### src/rtl/uart_pkg.sv
// Shared types and constants for the UART transmit arbiter and its benches.
package uart_pkg;

    typedef enum logic [1:0] {
        IDLE,
        START,
        WAIT,
        FIN
    } arb_state_t;

    localparam int BAUD_DIV = 2604;
    localparam int BCNT_W   = 2;

endpackage

### src/rtl/rr_arb2.sv
// Two-way round-robin selector: on a tie the requester not granted last wins.
module rr_arb2 (
    input  logic req0,
    input  logic req1,
    input  logic last,
    output logic winner
);

    assign winner = (req0 && req1) ? ~last : req1;

endmodule

### src/rtl/uart_tx_arb.sv
// Arbitrates two word requesters onto one byte-wide uart_tx, sending each word MSB byte first.
module uart_tx_arb
    import uart_pkg::*;
#(
    parameter int NBYTES = 2
) (
    input  logic                clk,
    input  logic                rst_n,
    input  logic                req0,
    input  logic [8*NBYTES-1:0] data0,
    input  logic                req1,
    input  logic [8*NBYTES-1:0] data1,
    output logic                gnt0,
    output logic                gnt1,
    output logic                done0,
    output logic                done1,
    output logic                busy,
    output logic                strt_tx,
    output logic [7:0]          tx_data,
    input  logic                tx_done
);

    localparam int W = 8 * NBYTES;

    arb_state_t        state;
    logic [W-1:0]      word;
    logic [BCNT_W-1:0] bcnt;
    logic              owner;
    logic              last;
    logic              winner;
    logic              tx_done_q;
    logic              tx_rise;
    logic [W-1:0]      win_data;
    logic [7:0]        next_byte;

    rr_arb2 u_rr (
        .req0   (req0),
        .req1   (req1),
        .last   (last),
        .winner (winner)
    );

    assign win_data = winner ? data1 : data0;
    // uart_tx holds tx_done high after a frame, so only its rising edge means "byte finished"
    assign tx_rise  = tx_done & ~tx_done_q;

    always_comb begin
        next_byte = word[W-1 -: 8];
        for (int i = 0; i < NBYTES; i++) begin
            if (int'(bcnt) + 1 == i) next_byte = word[W-1-8*i -: 8];
        end
    end

    always_ff @(posedge clk) begin
        if (!rst_n) begin
            state     <= IDLE;
            word      <= '0;
            bcnt      <= '0;
            owner     <= 1'b0;
            last      <= 1'b1;
            tx_done_q <= 1'b0;
            gnt0      <= 1'b0;
            gnt1      <= 1'b0;
            done0     <= 1'b0;
            done1     <= 1'b0;
            busy      <= 1'b0;
            strt_tx   <= 1'b0;
            tx_data   <= 8'h00;
        end else begin
            tx_done_q <= tx_done;
            gnt0      <= 1'b0;
            gnt1      <= 1'b0;
            done0     <= 1'b0;
            done1     <= 1'b0;
            strt_tx   <= 1'b0;
            case (state)
                IDLE: begin
                    if (req0 || req1) begin
                        word    <= win_data;
                        bcnt    <= '0;
                        owner   <= winner;
                        last    <= winner;
                        gnt0    <= ~winner;
                        gnt1    <= winner;
                        strt_tx <= 1'b1;
                        tx_data <= win_data[W-1 -: 8];
                        busy    <= 1'b1;
                        state   <= START;
                    end
                end
                START: state <= WAIT;
                WAIT: begin
                    if (tx_rise) begin
                        if (bcnt == BCNT_W'(NBYTES - 1)) begin
                            done0 <= ~owner;
                            done1 <= owner;
                            state <= FIN;
                        end else begin
                            bcnt    <= bcnt + 2'd1;
                            tx_data <= next_byte;
                            strt_tx <= 1'b1;
                            state   <= START;
                        end
                    end
                end
                FIN: begin
                    busy    <= 1'b0;
                    tx_data <= 8'h00;
                    state   <= IDLE;
                end
                default: state <= IDLE;
            endcase
        end
    end

endmodule
### config.mk
export PLATFORM = sky130hd
export DESIGN_NAME = uart_tx_arb
export DESIGN_NICKNAME = d
export VERILOG_FILES = /design/src/rtl/uart_pkg.sv /design/src/rtl/rr_arb2.sv /design/src/rtl/uart_tx_arb.sv
export SDC_FILE = /design/constraint.sdc
export NUM_CORES = 1
export LEC_CHECK = 0
export BUFFER_PORTS_ARGS = -buffer_cell sky130_fd_sc_hd__clkbuf_2
export CAP_MARGIN = 20
export CORE_MARGIN = 2
export CORE_UTILIZATION = 45
export CTS_CLUSTER_DIAMETER = 40
export DETAILED_ROUTE_END_ITERATION = 7
export PLACE_DENSITY = 0.75
export SYNTH_ARGS = -nofsm -noshare
export SYNTH_HDL_FRONTEND = slang
export SYNTH_SLANG_ARGS = --single-unit
### constraint.sdc
create_clock -name clk -period 2.8 [get_ports clk]
set_clock_uncertainty 0.15 [all_clocks]
set_input_delay 0.42 -clock clk [delete_from_list [all_inputs] [get_ports clk]]
set_output_delay 0.42 -clock clk [all_outputs]
set_load 0.02 [all_outputs]
==> metrics.txt, run 1 <==
Detail Route Antenna Nets 0; Critical Path End Type flip-flop; Layout Cells excl Fill 269; post-DP HPWL 2420 um; post-CTS setup buffer count 0; largest family of logic cells by synthesized area compound AO/OA/AOI/OAI gates; GPL Wtd Cong approximately 0.73; max-cap viol count 0; Syn Nets between 200 and 250; Worst Path Required between 2 and 3 ns; DIE AREA roughly 4300 um^2; leading area contributor after synthesis dfxtp_1; vias per std cell roughly 5.2; Clk Latency, worst-skew pair a little under 0.3 ns; Top FF cell, synth dfxtp_1; critical path arrival a little under 2 ns; # resized after CTS 0; post-synth top area share 0.431; #FFs+latches synth 37; hold slack final roughly 0.23 ns; outcome finished clean; setup_tns 0 ns; DRT Pass-1 Iters 4; syn_area_per_cell 9.82 um^2; EDFF count, synth 0; number of buffers created by CTS 5; sequential share of the synthesized area 0.431; crit-path max cell delay roughly 0.46 ns; Compound-Gate Fraction of Synth Area 0.233; grt met3 use 0.0681; clk root buf clkbuf_8; Syn Inst Count approximately 180; DIE HEIGHT around 66 um; DR vias approximately 1400; worst-path fanout max 27; static leakage between 1 and 1.5 nW; number of placed cells counting well taps 261; largest net degree at the start of global routing 37; maximum VDD drop between 0.3 and 0.4 mV; wire per inst around 12 um; min cycle time layout just under 2 ns; f_max 517 MHz; CORE AREA roughly 3700 um^2; CTS Hold Buffers Added 0; Syn Std Cell Area around 1700 um^2; Setup crit start kind flip-flop; Inserted Diodes 0; Initial DRC Count 52; top cells by area, synth dfxtp_1 (43%), mux2i_1 (14%), o211a_1 (9.3%), nand2_1 (5.2%), o22a_1 (4.1%); Final Hold Viols 0; met2 usage 0.288; adder-cell share of the synthesized area 0.0146; Post-synth top cells dfxtp_1 (37), mux2i_1 (24), nand2_1 (24), o211a_1 (16), a21oi_1 (10); Worst-Margin Slew ~0.64 ns; Filler cells approximately 350; synth unique cells 32; CP max-delay cell dfxtp_1; CTS tree done; # DRC 0; busiest grt layer met2; met1 usage 0.206; worst path bufs/invs 1; final period utilization 0.691; Slew HR 0.575; Final #Nets roughly 260; cell family with most CP delay flip-flops; setup violators final 0; count leader, synth dfxtp_1; first-pass GRT wire length roughly 5600 um; Synth async-reset ratio 0; PD cells between 600 and 700 nW/um^2; CTS max path bufs 2; Slew Limit Fails 0; H-tree depth 2; vias in the first global route 1263; Synth Area in XOR/XNOR 0; floorplan row count 22; clock sink count 37; crit path cell chain nor2_1 -> o21a_1 -> buf_4 -> nand2_1 -> o211a_1; io pins between 50 and 60; Yosys warnings 0; initial antenna violation count 0; WS Path Type flip-flop to flip-flop; synthesis-to-layout area growth 19.1%; aggregate global-route resource usage 0.175; Chip Width 65.8 um; Post-Synth Simple-Gate Area 0.116; Initial Utilization 0.470; Clock Pin Slew Worst Setup and Hold Paths approximately 0.070 ns; worst hold path type input port to flip-flop; port buffer count 50; unrepaired setup endpoints after global routing false; mux contribution to synthesized area 0.140; layout cells sized above 1 0.290; drt total wl about 3400 um; GRT overflow 0
cell type report:
class / count / area [um^2] / area share
Tap cell: 48 / 60.1 / 0.0293
Clock inverter: 1 / 5.00 / 0.00244
Sequential cell: 37 / 741 / 0.362
Timing Repair Buffer: 52 / 265 / 0.130
Multi-Input combinational cell: 120 / 865 / 0.422
Clock buffer: 7 / 96.3 / 0.0471
Inverter: 4 / 15.0 / 0.00733
final timing paths:
kind | from | end | slack, ns | depth (start not counted)
worst max-delay path | state[1]$_SDFFE_PN0P_ | word[2]$_SDFFE_PN0P_ | 0.87 | 5
worst min-delay path | tx_done | tx_done_q$_SDFF_PN0_ | 0.23 | 3
worst min register to register | owner$_SDFFE_PN0P_ | done0$_SDFF_PN0_ | 0.31 | 1
worst max register to register | state[1]$_SDFFE_PN0P_ | word[2]$_SDFFE_PN0P_ | 0.87 | 5
metal layers:
layer | part of all wire | vias up | routed length [um]
met5 | 0 | - | 0
met4 | 0.017 | 0 | 56
met3 | 0.058 | 7 | 196
met2 | 0.47 | 36 | 1580
met1 | 0.46 | 641 | 1530
li1 | - | 721 | -
power breakdown:
group	leakage [nW]	internal, mW	switching (mW)
Clock	0.0542	0.222	0.188
Combinational	0.711	0.125	0.145
Sequential	0.306	0.587	0.0403
through the flow:
stage | worst slack, ns | instance area (um^2) | util | total power [mW]
finish | 0.866 | 2050 | 0.559 | 1.31
global route | 0.711 | 2050 | 0.559 | 1.38
floorplan | 1.28 | 1720 | - | 0.844
global placement | 0.904 | 1950 | 0.531 | 0.908
CTS | 0.843 | 2050 | 0.559 | 1.32
detailed placement | 0.852 | 1950 | 0.531 | 0.912
layout by cell type, fill, tap and decap left out, types with 3 or more instances in the layout:
master     n
o22a_1     8
clkbuf_2  50
o21ai_0    7
o211a_1   16
mux2i_1   24
and2_1     3
clkbuf_8   7
a21oi_1   10
dfxtp_1   37
nand2b_1   4
inv_1      4
nand2_1   24
flip-flops by register name, summed over array words and instances (netlist names):
signal     flops
word          16
tx_data        8
bcnt           2
state          2
busy           1
done0          1
done1          1
gnt0           1
gnt1           1
last           1
owner          1
strt_tx        1
tx_done_q      1
worst reg2reg max path, cell delays in order, from the launching register on:
cell and delay (ns):
dfxtp_1 0.46, nor2_1 0.33, o21a_1 0.33, buf_4 0.33, nand2_1 0.10, o211a_1 0.13
kinds of logic after synthesis:
logic type,count (synthesis)
DFF,37
AOI/OAI and AO/OA,52
muxes,24
buffers and inverters,18
adders and majority gates,2
and+or+nand+nor,42
No activity file was read; power rests on OpenSTA's default activity.
==> run 2: changes to the inputs <==
Settings changed: ABC_AREA set to 1, PLACE_DENSITY 0.75 to 0.77.
Clock period 2.8 ns to 1.7 ns, I/O delays scaled along.
==> metrics.txt, run 2 <==
outcome finished clean; Syn Inst Count 246 (+41%); setup ws final 0.172 ns (-0.694 ns); Final Hold Viols 0 (unchanged); synthesis-to-layout area growth 24.0%; worst hold path type input port to flip-flop; Synth async-reset ratio 0 (unchanged); CTS tree done; fin util 0.572 (+0.0133); Initial Utilization 0.462 (-0.00802); vias per std cell 4.96 (-5.0%); f_max 655 MHz (+27%); CORE AREA 3970 um^2 (+8.5%); post-place setup slack 0.111 ns (-0.741 ns); met2 usage 0.350 (+0.0626); H-tree depth 2 (unchanged); floorplan row count 23 (+4.5%); aggregate global-route resource usage 0.200 (+0.0249); PD cells 1120 nW/um^2 (+75%); Setup crit start kind flip-flop; hold slack final 0.0408 ns (-0.186 ns); Yosys warnings 0 (unchanged); initial antenna violation count 0 (unchanged); busiest grt layer met2; DRT Pass-1 Iters 4 (unchanged); EDFF count, synth 0 (unchanged); io pins 51 (unchanged); Worst-Margin Slew 0.240 ns (-0.398 ns); CTS max path bufs 2 (unchanged); Final #Nets 338 (+31%); max FFs per register 16 (unchanged); clock sink count 37 (unchanged); worst-path fanout max 9 (-67%); count leader, synth nand2_1; crit path cell chain inv_1 -> ha_1 -> nand3_2 -> nand2_2 -> nor2_8 -> nand2_1 -> nor2_1 -> nor2_1; unrepaired setup endpoints after global routing false; first-pass GRT wire length 6740 um (+20%); sequential share of the synthesized area 0.404 (-0.0268); # DRC 0 (unchanged); wire per inst 11.7 um (-6.2%); leading area contributor after synthesis dfxtp_1; vias in the first global route 1541 (+22%); grt met3 use 0.0609 (-0.00729); final period utilization 0.899 (+0.208); Slew HR 0.840 (+0.265); Post-synth top cells nand2_1 (61), dfxtp_1 (37), nor2_1 (30), inv_1 (19), o21ai_0 (14); port buffer count 50 (unchanged); crit-path max cell delay 0.33 ns (-0.13 ns); number of buffers created by CTS 5 (unchanged); DIE AREA 4600 um^2 (+6.2%); WS Path Type flip-flop to flip-flop; setup violators final 0 (unchanged); drt total wl 4100 um (+22%); synth unique cells 28 (-13%); Syn Nets 285 (+33%); most frequent cells in the layout nand2_1 (61), clkbuf_2 (50), dfxtp_1 (37); top cells by area, synth dfxtp_1 (40%), nand2_1 (12%), nor2_1 (6.1%), inv_1 (3.9%), o21ai_0 (3.8%); static leakage 1.13 nW (+5.3%); met1 usage 0.226 (+0.0200); Syn Std Cell Area 1830 um^2 (+6.6%); Critical Path End Type flip-flop; Worst Path Required 1.75 ns (-1.09 ns); CP max-delay cell dfxtp_1; Initial DRC Count 63 (+21%); Detail Route Antenna Nets 0 (unchanged); GRT overflow 0 (unchanged); post-DP HPWL 3080 um (+27%); critical path arrival 1.58 ns (-0.39 ns); largest register by flop count word; GPL Wtd Cong 0.838 (+14%); Chip Width 67.8 um (+3.1%); largest net degree at the start of global routing 34 (-8.1%); #FFs+latches synth 37 (unchanged); syn_area_per_cell 7.45 um^2 (-24%); setup_tns 0 ns (unchanged); maximum VDD drop 0.601 mV (+75%); DR vias 1736 (+24%); Clk Latency, worst-skew pair 0.30 ns (about the same); DIE HEIGHT 67.8 um (+3.1%); Top FF cell, synth dfxtp_1; commonest non-fill, non-tap cell in the layout nand2_1; max-cap viol count 0 (unchanged); critical path's most frequent cell nor2_1; post-synth top area share 0.404 (-0.0268); Largest regs word x16, tx_data x8; Power, Total 2.54 mW (+94%); Filler cells 363 (+4.6%); Slew Limit Fails 0 (unchanged); min cycle time layout 1.53 ns (-0.406 ns); Clock Pin Slew Worst Setup and Hold Paths 0.07 ns (about the same); layout cells sized above 1 0.277 (-0.0129); clk root buf clkbuf_8; Inserted Diodes 0 (unchanged)
## run 2: critical path, delay by kind of cell (launching register included)
family,cells,cell delay (ns)
adders and majority gates,1,0.22
buffers and inverters,1,0.06
DFF,1,0.33
and+or+nand+nor,6,0.66
## run 2: layer usage
metal	part of all wire	up-vias
met5	0	-
met1	0.43	776
met4	0.018	0
li1	-	914
met2	0.50	37
met3	0.045	9
## run 2: worst paths after layout
kind / startpoint / to / slack, ns / depth (start not counted)
worst min-delay path: data0[6] / word[6]$_SDFFE_PN0P_ / 0.04 / 3
worst max register to register: bcnt[1]$_SDFFE_PN0P_ / tx_data[3]$_SDFFE_PN0P_ / 0.17 / 8
worst min register to register: owner$_SDFFE_PN0P_ / done0$_SDFF_PN0_ / 0.30 / 1
worst max-delay path: bcnt[1]$_SDFFE_PN0P_ / tx_data[3]$_SDFFE_PN0P_ / 0.17 / 8
## run 2: area by class of cell
cell class                      count  area, um^2  area share
Clock buffer                        5        68.8      0.0303
Clock inverter                      3        65.1      0.0286
Inverter                           21        78.8      0.0347
Multi-Input combinational cell    178         935       0.411
Sequential cell                    37         741       0.326
Tap cell                           50        62.6      0.0275
Timing Repair Buffer               56         323       0.142
## run 2: per-stage QoR
step                std cells  cell area [um^2]
finish                    350              2270
global route              350              2270
CTS                       350              2270
detailed placement        341              2130
global placement          341              2130
floorplan                 246              1830
## run 2: cell families after synthesis
logic type,after synthesis,synth area share
compound gates,54,0.177
fa+ha+maj,2,0.0136
buf+inv,31,0.0874
flops,37,0.404
simple gates,122,0.318
## run 2: report_power, final
part | internal, mW | total [mW] | leakage, nW | switching [mW]
clock network | 0.583 | 0.913 | 0.0681 | 0.330
registers | 0.979 | 1.04 | 0.307 | 0.0641
logic | 0.231 | 0.585 | 0.753 | 0.354
total | 1.79 | 2.54 | 1.13 | 0.749
## run 2: timing repair
action | in CTS | in global routing
hold buffers | 1 | 0
setup endpoints to repair | 0 | 1
buffers inserted | 0 | 0
gates resized for setup | 0 | 1
endpoints found under the hold margin | 1 | 0
